`src/rtl/mem_arb_pkg.sv`:
```
// Shared definitions for the unified memory port arbiter: access encodings,
// reset instruction and the data-streak limit.
package mem_arb_pkg;

    localparam int unsigned MAX_DATA_STREAK_DEFAULT = 4;
    localparam logic [31:0] NOP_INSN = 32'h0000_0013;

    typedef enum logic [2:0] {
        F3_B  = 3'b000,
        F3_H  = 3'b001,
        F3_W  = 3'b010,
        F3_BU = 3'b100,
        F3_HU = 3'b101
    } funct3_e;

    // Stores only accept signed-size encodings; loads also take the unsigned forms.
    function automatic logic funct3_legal(input logic [2:0] f3, input logic is_store);
        logic r;
        case (f3)
            F3_B, F3_H, F3_W: r = 1'b1;
            F3_BU, F3_HU:     r = ~is_store;
            default:          r = 1'b0;
        endcase
        return r;
    endfunction

    function automatic logic addr_aligned(input logic [2:0] f3, input logic [1:0] lsb);
        logic r;
        case (f3[1:0])
            2'b01:   r = (lsb[0] == 1'b0);
            2'b10:   r = (lsb == 2'b00);
            default: r = 1'b1;
        endcase
        return r;
    endfunction

endpackage

```
`src/rtl/arb_streak_ctr.sv`:
```
// Fixed-priority arbiter with a starvation guard: data wins until it has
// taken MAX_DATA_STREAK grants in a row while a fetch was waiting.
module arb_streak_ctr
    import mem_arb_pkg::*;
#(
    parameter int unsigned MAX_DATA_STREAK = MAX_DATA_STREAK_DEFAULT,
    localparam int unsigned CNT_W = $clog2(MAX_DATA_STREAK + 1)
) (
    input  logic             i_clk,
    input  logic             i_rst_n,
    input  logic             i_if_req,
    input  logic             i_d_req,
    output logic             o_if_gnt,
    output logic             o_d_gnt,
    output logic [CNT_W-1:0] o_streak
);

    logic [CNT_W-1:0] r_streak;
    logic             w_at_limit;

    assign w_at_limit = (r_streak == CNT_W'(MAX_DATA_STREAK));
    assign o_if_gnt   = i_if_req & (~i_d_req | w_at_limit);
    assign o_d_gnt    = i_d_req & ~o_if_gnt;
    assign o_streak   = r_streak;

    // Only data grants that overtake a waiting fetch count toward the limit.
    always_ff @(posedge i_clk or negedge i_rst_n) begin
        if (!i_rst_n) begin
            r_streak <= '0;
        end else if (o_if_gnt || !i_if_req) begin
            r_streak <= '0;
        end else if (o_d_gnt) begin
            r_streak <= r_streak + CNT_W'(1);
        end
    end

endmodule

```
`src/rtl/mem_port_arbiter.sv`:
```
// Shares one combinational memory port between instruction fetch and the
// load/store stage; responses come back one cycle after the grant.
module mem_port_arbiter
    import mem_arb_pkg::*;
#(
    parameter int unsigned MAX_DATA_STREAK = MAX_DATA_STREAK_DEFAULT,
    parameter int unsigned ADDR_W = 8,
    localparam int unsigned CNT_W = $clog2(MAX_DATA_STREAK + 1)
) (
    input  logic              sclk,
    input  logic              rst,
    input  logic              if_req,
    input  logic [ADDR_W-1:0] if_addr,
    output logic              if_gnt,
    output logic              if_stall,
    output logic              if_rvalid,
    output logic [31:0]       if_rdata,
    input  logic              d_req,
    input  logic              d_we,
    input  logic [ADDR_W-1:0] d_addr,
    input  logic [31:0]       d_wdata,
    input  logic [2:0]        d_funct3,
    output logic              d_gnt,
    output logic              d_rvalid,
    output logic [31:0]       d_rdata,
    output logic              d_err,
    output logic [ADDR_W-1:0] m_addr,
    output logic [31:0]       m_write_data,
    output logic              m_mem_write,
    output logic              m_MemRead,
    output logic [2:0]        m_inst,
    input  logic [31:0]       m_read_data,
    output logic [CNT_W-1:0]  dbg_streak
);

    logic        w_if_req;
    logic        w_d_req;
    logic        w_d_ok;
    logic        r_if_rvalid;
    logic [31:0] r_if_rdata;
    logic        r_d_rvalid;
    logic        r_d_err;
    logic [31:0] r_d_rdata;

    // Requests are masked during reset so nothing is granted or counted.
    assign w_if_req = if_req & rst;
    assign w_d_req  = d_req & rst;

    arb_streak_ctr #(
        .MAX_DATA_STREAK(MAX_DATA_STREAK)
    ) u_arb (
        .i_clk    (sclk),
        .i_rst_n  (rst),
        .i_if_req (w_if_req),
        .i_d_req  (w_d_req),
        .o_if_gnt (if_gnt),
        .o_d_gnt  (d_gnt),
        .o_streak (dbg_streak)
    );

    assign if_stall = w_if_req & ~if_gnt;
    assign w_d_ok   = funct3_legal(d_funct3, d_we) & addr_aligned(d_funct3, d_addr[1:0]);

    // A rejected data access is still granted, but never strobes the memory.
    always_comb begin
        m_addr       = '0;
        m_write_data = '0;
        m_mem_write  = 1'b0;
        m_MemRead    = 1'b0;
        m_inst       = F3_W;
        if (if_gnt) begin
            m_addr = if_addr;
        end else if (d_gnt) begin
            m_addr = d_addr;
            m_inst = d_funct3;
            if (w_d_ok) begin
                if (d_we) begin
                    m_mem_write  = 1'b1;
                    m_write_data = d_wdata;
                end else begin
                    m_MemRead = 1'b1;
                end
            end
        end
    end

    // Read data holds between responses; only rvalid and err are pulses.
    always_ff @(posedge sclk or negedge rst) begin
        if (!rst) begin
            r_if_rvalid <= 1'b0;
            r_if_rdata  <= NOP_INSN;
            r_d_rvalid  <= 1'b0;
            r_d_err     <= 1'b0;
            r_d_rdata   <= '0;
        end else begin
            r_if_rvalid <= if_gnt;
            r_d_rvalid  <= d_gnt;
            r_d_err     <= d_gnt & ~w_d_ok;
            if (if_gnt) begin
                r_if_rdata <= m_read_data;
            end
            if (d_gnt) begin
                r_d_rdata <= (w_d_ok && !d_we) ? m_read_data : '0;
            end
        end
    end

    assign if_rvalid = r_if_rvalid;
    assign if_rdata  = r_if_rdata;
    assign d_rvalid  = r_d_rvalid;
    assign d_err     = r_d_err;
    assign d_rdata   = r_d_rdata;

endmodule

```
`config.mk`:
```
export PLATFORM = sky130hd
export DESIGN_NAME = mem_port_arbiter
export DESIGN_NICKNAME = d
export VERILOG_FILES = /design/src/rtl/mem_arb_pkg.sv /design/src/rtl/arb_streak_ctr.sv /design/src/rtl/mem_port_arbiter.sv
export SDC_FILE = /design/constraint.sdc
export NUM_CORES = 1
export LEC_CHECK = 0
export BUFFER_PORTS_ARGS = -buffer_cell sky130_fd_sc_hd__buf_4
export CORE_MARGIN = 5
export CORE_UTILIZATION = 44
export DETAILED_ROUTE_END_ITERATION = 8
export PLACE_DENSITY = 0.88
export SYNTH_ARGS = -nofsm -noshare
export SYNTH_HDL_FRONTEND = slang
export SYNTH_SLANG_ARGS = --single-unit
```
`constraint.sdc`:
```
create_clock -name sclk -period 2.1 [get_ports sclk]
set_input_delay 0.21 -clock sclk [delete_from_list [all_inputs] [get_ports sclk]]
set_output_delay 0.21 -clock sclk [all_outputs]
set_load 0.03 [all_outputs]
```
==> results of run 1 <==
[logic make-up after synthesis]
kind of cell / Yosys count / share of synthesized area [%]
AOI/OAI and AO/OA: 75 / 14.9
DFF: 70 / 48.7
xor gates and xnor gates: 1 / 0.243
and+or+nand+nor: 51 / 11.9
adders and majority gates: 4 / 1.39
buffers and inverters: 101 / 12.8
muxes: 32 / 9.99
[report_power, final]
group | switching, mW | internal [mW] | total, mW
clock | 0.515 | 0.910 | 1.42
combinational | 0.779 | 0.550 | 1.33
sequential | 0.0855 | 1.52 | 1.60
[cell usage after synthesis (all sizes together)]
| cell | number |
|---|---|
| inv | 70 |
| dfrtp | 67 |
| nor3 | 33 |
| mux2 | 32 |
| o21ai | 32 |
| o41ai | 32 |
| buf | 19 |
| clkbuf | 12 |
| a22o | 8 |
| ha | 4 |
| nand2 | 4 |
| nor2 | 4 |
| and2 | 3 |
| dfstp | 3 |
| nor2b | 2 |
| a21oi | 1 |
| and3 | 1 |
| nand4 | 1 |
| nor3b | 1 |
| o21a | 1 |
| o32ai | 1 |
| or2 | 1 |
| or4b | 1 |
| xnor2 | 1 |
[sequential cells by signal, summed over array words and instances (netlist names)]
name and cells:
if_rdata 32, d_err 1, d_rvalid 1, d_rdata 32, u_arb.o_streak 3, if_rvalid 1
[area by class of cell]
type                    instances  area, um^2  share of cell area (%)
clock inverters                 6         134                    2.19
flip-flops and latches         70        1760                    28.8
repair inverters                1        7.51                   0.123
inverters                      70         267                    4.36
well taps                     105         131                    2.15
clock buffers                  10         128                    2.09
multi-input cells             163        1680                    27.6
repair buffers                233        2000                    32.8
[critical path: cells and delay by family, from the launching register on]
kind / cells / cell delay, ns
DFF: 1 / 0.37
adders and majority gates: 1 / 0.15
buffers and inverters: 3 / 0.42
and+or+nand+nor: 3 / 0.87
[metal layers]
| metal | GRT usage, % | vias to the layer above | routed length, um |
|---|---|---|---|
| met5 | 0 | - | 0 |
| met4 | 6.01 | 0 | 256 |
| met3 | 9.00 | 20 | 1230 |
| met2 | 43.2 | 151 | 6400 |
| met1 | 27.8 | 1683 | 4470 |
| li1 | - | 1578 | - |
[through the flow]
stage               setup slack (ns)  power (mW)  cells  setup TNS (ns)  hold slack, ns
floorplan                     -0.127        2.33    334           -3.95         -0.0856
global placement              0.0969        2.87    631               0           0.455
detailed placement            0.0573        2.90    631               0           0.459
CTS                           -0.286        4.38    656           -9.06          0.0868
global route                  -0.366        4.56    658          -12.74          0.0814
finish                        -0.274        4.36    658           -8.81           0.103
[how the worst max path moves through the flow]
stage / cells past startpoint / slack, ns / to / from
floorplan: 8 / -0.13 / m_write_data[10] / u_arb.o_streak[0]$_DFFE_PN0P_
global placement: 7 / 0.1 / m_write_data[1] / u_arb.o_streak[0]$_DFFE_PN0P_
detailed placement: 7 / 0.06 / m_write_data[6] / u_arb.o_streak[0]$_DFFE_PN0P_
CTS: 7 / -0.29 / m_write_data[6] / u_arb.o_streak[0]$_DFFE_PN0P_
global route: 7 / -0.37 / m_write_data[16] / u_arb.o_streak[0]$_DFFE_PN0P_
finish: 7 / -0.27 / m_write_data[16] / u_arb.o_streak[0]$_DFFE_PN0P_
[what timing repair did]
item | 4_1_cts | 5_1_grt
cloned | 2 | 0
resized for setup | 46 | 10
endpoints found under the setup margin | 46 | 47
pin swaps | 5 | 6
hold endpoints to repair | 0 | 0
buffers inserted | 7 | 3
==> results.txt, run 1 <==
----------------------------------------------------
[Routing]
  Final routed wirelength across all metal layers ... 12.4 mm
  Via/cell ratio ... 5.22
  DRC violation total after the first TritonRoute iteration ... 91
  Remaining DRCs ... 0
  Wire length per cell after detailed routing ... 18.8 um
  Post-route antenna net violation count ... 0
  Detailed-route via count ... 3,432
  Initial DRT Pass Iterations ... 4

[Clocking]
  Total clock sinks ... 70
  Number of H-tree branching levels ... 3
  Clock transition at path regs ... 0.08 ns
  Hold Buf Count CTS ... 0
  CTS tree ... done
  Cell at the root of the clock tree ... sky130_fd_sc_hd__clkbuf_8
  Worst-case clock buffer depth ... 2
  Clock insertion delay at the later pin of the skew report ... 0.35 ns
  Clock buffers created by TritonCTS ... 9

[Global routing]
  Number of antenna violations at the first check in global routing ... 0
  Pin count of the biggest net entering global routing ... 71
  Vias in the first global route ... 3,589
  Global router's overall resource usage ... 24.3%
  Wire length of the first global-routing pass ... 19.1 mm
  Total overflow reported by the global router ... 0

[STA]
  Fmax ... 0.421 GHz
  Skew final ... 0.0136 ns
  Minimum clock period ... 2.37 ns
  RSZ-0062 raised after global routing ... yes
  Final setup violation count ... 45
  Worst Slack Setup Final ... -0.274 ns
  Worst slew margin relative to its limit ... 42.1%
  Actual slew at the worst max-slew pin ... 0.868 ns
  Post-route clock period utilization ... 113%
  Count of endpoints failing hold in the final timing report ... 0
  Final Max Tran Viols ... 0

[Synthesis]
  Count of unique library cells instantiated by Yosys ... 29
  Fraction of the yosys area taken by sequential cells ... 48.7%
  Number of standard cells after synthesis ... 334
  Post-Syn Nets ... 426
  Avg Cell Area, Syn ... 10.8 um^2
  Number of storage elements in the synthesis netlist ... 70
  Fraction of post-synthesis cell area in the top cell type by area ... 46.5%
  Cell types occupying the most area after synthesis ... sky130_fd_sc_hd__dfrtp_1 (46%), sky130_fd_sc_hd__mux2_2 (10%), sky130_fd_sc_hd__o41ai_1 (7.8%), sky130_fd_sc_hd__inv_1 (7.3%), sky130_fd_sc_hd__nor3_2 (7.2%)
  Library cell occupying the most area in the post-synthesis netlist ... sky130_fd_sc_hd__dfrtp_1
  Warnings, synthesis ... 0
  Post-synthesis cell area ... 3610 um^2

[Critical path]
  Arrival time reported for the critical path endpoint ... 2.16 ns
  Required @ worst endpoint ... 1.89 ns
  Crit-path cells ... inv_2, ha_4, and3_4, or4b_4, buf_12, nor3_4, buf_6
  Worst reg2reg setup slack ... 0.12 ns
  Slowest cell on the critical path ... sky130_fd_sc_hd__or4b_4
  Type of the worst setup path ... reg -> out
  Crit path capture type ... primary output
  Maximum net fanout on the critical path ... 15
  Source of the worst register-to-register timing path ... u_arb.o_streak[0]$_DFFE_PN0P_
  Endpoint of the worst register-to-register path ... d_rdata[25]$_DFFE_PN0P_
  Crit path launch type ... flop
  Depth of the worst register-to-register path ... 8
  Max stage delay on crit path ... 0.56 ns

[Floorplanning]
  Floorplan Core Area ... 8090 um^2
  I/O pin count ... 206
  Number of placement rows ... 33
  Area of the die ... 10,100 um^2
  Vertical die dimension ... 101 um
  Starting utilization of the core area ... 44.6%
  Die span in x ... 101 um

[Placement]
  HPWL Detailed ... 8.80 mm
  Placed Instance Area ... 5510 um^2
  Gp weighted congestion ... 0.865
  Number of I/O port buffers ... 205

[Run]
  Max-capacitance violation count ... 0

[Pwr]
  Static leakage ... 3.17 nW
  IR drop worst, VDD ... 0.678 mV
  Power per cell area ... 713 nW/um^2

[Final layout]
  Final cell utilization of the core ... 75.5%
  Nets ... 640
  Number of inserted filler cells in the final layout ... 511
  Fraction of final layout cells sized beyond drive strength 1 ... 61.3%
  Syn-to-layout area delta ... 69.4%
  Design Area, Final ... 6110 um^2
  Diodes inserted ... 0
  Most common library cell in the layout ignoring fill and taps ... sky130_fd_sc_hd__buf_4
  Commonest cells after routing, fill and taps aside ... sky130_fd_sc_hd__buf_4 (185), sky130_fd_sc_hd__inv_1 (67), sky130_fd_sc_hd__dfrtp_1 (65)

[Hold path]
  Origin of the worst min-delay path ... m_read_data[14]
  Tightest Hold Check Type ... in -> reg
  Hold Path Sink ... if_rdata[14]$_DFFE_PN0N_
  Number of stages on the worst hold path ... 2

[Run status]
  Result of the run ... complete, but fails checks
  Violations in the final reports ... setup timing

----------------------------------------------------
(Power assumes the default switching activity.)
==> inputs of run 2 (changes only) <==
--- a/config.mk
+++ b/config.mk
@@ -5,7 +5,7 @@
 export SDC_FILE = /design/constraint.sdc
 export NUM_CORES = 1
 export LEC_CHECK = 0
-export BUFFER_PORTS_ARGS = -buffer_cell sky130_fd_sc_hd__buf_4
+export BUFFER_PORTS_ARGS = -buffer_cell sky130_fd_sc_hd__buf_2
 export CORE_MARGIN = 5
 export CORE_UTILIZATION = 44
 export DETAILED_ROUTE_END_ITERATION = 8
==> run 2 against run 1 <==
  * The flow still finishes with violations (setup timing)
  * Largest power group unchanged
  * Largest cell class is now multi-input gates
  * Highest routed layer unchanged
  * Die area is the same
  * Worst setup slack got worse by 0.052 ns
  * Clock-buffer cell count unchanged
==> results.txt, run 2 (synthesis gave the netlist of run 1 again) <==
----------------------------------------------------
[Clocking]
  Total clock sinks ... 70 (unchanged)
  Cell at the root of the clock tree ... sky130_fd_sc_hd__clkbuf_8
  Worst-case clock buffer depth ... 2 (unchanged)
  Number of H-tree branching levels ... 3 (unchanged)
  Clock insertion delay at the later pin of the skew report ... 0.33 ns (-0.02 ns)
  CTS tree ... done
  Clock transition at path regs ... 0.08 ns (about the same)
  Clock buffers created by TritonCTS ... 9 (unchanged)

[Global routing]
  Global router's overall resource usage ... 25.9% (+1.6 points)
  Total overflow reported by the global router ... 0 (unchanged)
  Wire length of the first global-routing pass ... 20.4 mm (+6.8%)
  Vias in the first global route ... 3,904 (+8.8%)
  Pin count of the biggest net entering global routing ... 41 (-42%)
  Number of antenna violations at the first check in global routing ... 1 (+1)

[Placement]
  Number of I/O port buffers ... 205 (unchanged)
  Gp weighted congestion ... 0.904 (+4.5%)
  Placed Instance Area ... 4970 um^2 (-9.7%)
  HPWL Detailed ... 8.51 mm (-3.3%)
  Number of placed cells counting well taps ... 631 (unchanged)
  Post-Place Setup Slack ... -0.0559 ns (-0.113 ns)

[STA]
  Skew final ... 0.00644 ns (-0.00717 ns)
  Post-route clock period utilization ... 116% (+2.5 points)
  Final Max Tran Viols ... 0 (unchanged)
  Fmax ... 0.412 GHz (-2.2%)
  Worst Slack Setup Final ... -0.327 ns (-0.0525 ns)
  Minimum clock period ... 2.43 ns (+0.0525 ns)
  RSZ-0062 raised after global routing ... yes
  Actual slew at the worst max-slew pin ... 0.547 ns (-0.321 ns)
  Setup_tns ... -12.30 ns (-3.48 ns)
  Count of endpoints failing hold in the final timing report ... 0 (unchanged)
  Worst slew margin relative to its limit ... 63.5% (+21 points)
  Final setup violation count ... 51 (+13%)

[Final layout]
  FF+latch area ... 1760 um^2 (unchanged)
  Fraction of final layout cells sized beyond drive strength 1 ... 64.8% (+3.5 points)
  Non-filler instance count after layout ... 665 (+1.1%)
  Number of inserted filler cells in the final layout ... 552 (+8.0%)
  Design Area, Final ... 6040 um^2 (-1.2%)
  Syn-to-layout area delta ... 67.4%
  Area taken by multi-input logic gates ... 1880 um^2 (+12%)
  Nets ... 646 (+0.94%)
  Commonest cells after routing, fill and taps aside ... sky130_fd_sc_hd__buf_2 (158), sky130_fd_sc_hd__inv_1 (67), sky130_fd_sc_hd__dfrtp_1 (65)
  Most common library cell in the layout ignoring fill and taps ... sky130_fd_sc_hd__buf_2

[Pwr]
  Combinational Power Share ... 31.0% (+0.5 points)
  Overall power after layout ... 4.08 mW (-6.3%)
  Fraction of power consumed by the clock network ... 30.0% (-2.7 points)
  Net Sw Frac ... 34.9% (+3.2 points)
  Register share of total power ... 39.0% (+2.2 points)
  IR drop worst, VDD ... 0.714 mV (+5.3%)
  Static leakage ... 3.27 nW (+3.1%)
  Int Pwr ... 2.66 mW (-11%)
  Power per cell area ... 676 nW/um^2 (-5.2%)
  Net switching component of the power ... 1.42 mW (+3.2%)

[Run status]
  Result of the run ... complete, but fails checks
  Violations in the final reports ... setup timing

[Routing]
  DRC violation total after the first TritonRoute iteration ... 110 (+21%)
  Detailed-route via count ... 3,570 (+4.0%)
  Wire length per cell after detailed routing ... 20.1 um (+6.9%)
  Initial DRT Pass Iterations ... 4 (unchanged)
  Via/cell ratio ... 5.37 (+2.9%)
  Remaining DRCs ... 0 (unchanged)
  Post-route antenna net violation count ... 0 (unchanged)
  Final routed wirelength across all metal layers ... 13.3 mm (+8.0%)

[Critical path]
  Max stage delay on crit path ... 0.60 ns (+0.04 ns)
  Required @ worst endpoint ... 1.89 ns (about the same)
  Type of the worst setup path ... reg -> out
  Maximum net fanout on the critical path ... 9 (-6)
  Number of buffers and inverters on the critical path ... 3 (unchanged)
  Arrival time reported for the critical path endpoint ... 2.22 ns (+0.06 ns)
  Crit-path cells ... inv_2, ha_4, and3_4, or4b_4, buf_16, nor3_4, buf_6
  Crit path launch type ... flop
  Worst reg2reg setup slack ... -0.04 ns (-0.16 ns)
  Kind of cell with the highest combined delay on the critical path ... simple AND/OR/NAND/NOR gates
  Slowest cell on the critical path ... sky130_fd_sc_hd__or4b_4
  Crit path capture type ... primary output

[Floorplanning]
  Floorplan Core Area ... 8090 um^2 (unchanged)
  I/O pin count ... 206 (unchanged)
  Starting utilization of the core area ... 44.6% (unchanged)
  Die span in x ... 101 um (unchanged)
  Vertical die dimension ... 101 um (unchanged)
  Number of placement rows ... 33 (unchanged)
  Area of the die ... 10,100 um^2 (unchanged)

[Hold path]
  Tightest Hold Check Type ... in -> reg

[Run]
  Max-capacitance violation count ... 0 (unchanged)

----------------------------------------------------
-- run 2: changes by cell type in the layout (fill, tap and decap cells not counted), moves of 3 or more --
cell                      before  now
sky130_fd_sc_hd__o41ai_1      31   14
sky130_fd_sc_hd__buf_4       185   19
sky130_fd_sc_hd__buf_16        0    4
sky130_fd_sc_hd__buf_6        41   51
sky130_fd_sc_hd__buf_2         0  158
sky130_fd_sc_hd__o41ai_2       1   14
sky130_fd_sc_hd__buf_12        6    3
sky130_fd_sc_hd__o41ai_4       0    4
-- run 2: layer usage --
metal | vias to the layer above | share of wire [%] | GRT usage, %
met5 | - | 0 | 0
met4 | 0 | 2.9 | 9.12
met3 | 33 | 8.3 | 7.47
met2 | 171 | 53 | 47.1
met1 | 1776 | 36 | 28.7
li1 | 1590 | - | -
-- run 2: final timing paths --
check / depth (start not counted) / to / from
worst max-delay path: 7 / m_write_data[1] / u_arb.o_streak[1]$_DFFE_PN0P_
worst min-delay path: 2 / if_rdata[11]$_DFFE_PN0N_ / m_read_data[11]
worst max register to register: 10 / d_rdata[11]$_DFFE_PN0P_ / u_arb.o_streak[1]$_DFFE_PN0P_
worst min register to register: 1 / if_rdata[26]$_DFFE_PN0N_ / if_rdata[26]$_DFFE_PN0N_
max in group asynchronous: 4 / if_rdata[1]$_DFFE_PN1N_ / rst
min in group asynchronous: 3 / d_rvalid$_DFF_PN0_ / rst
-- run 2: metrics by stage --
step / hold WS, ns / utilization [%]
after floorplan: -0.0856 / -
after global placement: 0.304 / 61.4
after detailed placement: 0.318 / 61.4
after CTS: 0.104 / 73.1
after global routing: 0.0987 / 74.6
final: 0.118 / 74.6
-- run 2: power groups by stage --
stage	logic, mW	registers, mW	clock network [mW]
after CTS	1.23	1.59	1.24
after global placement	1.10	1.61	0
after detailed placement	1.13	1.62	0
final	1.26	1.59	1.22
after global routing	1.34	1.61	1.31
after floorplan	0.390	1.94	0
-- run 2: layout make-up --
cell class	count	share of cell area, %
diodes	1	0.0415
clock buffers	10	2.28
clock inverters	6	1.41
inverters	70	4.41
multi-input cells	163	31.1
flip-flops and latches	70	29.1
well taps	105	2.18
repair buffers	239	29.3
repair inverters	1	0.124
-- run 2: timing repair --
item	in CTS	in global routing
pin swaps	6	7
setup endpoints to repair	46	79
hold buffers	1	0
cloned	5	2
setup buffers	9	1
endpoints found under the hold margin	30	0
resized for setup	130	14
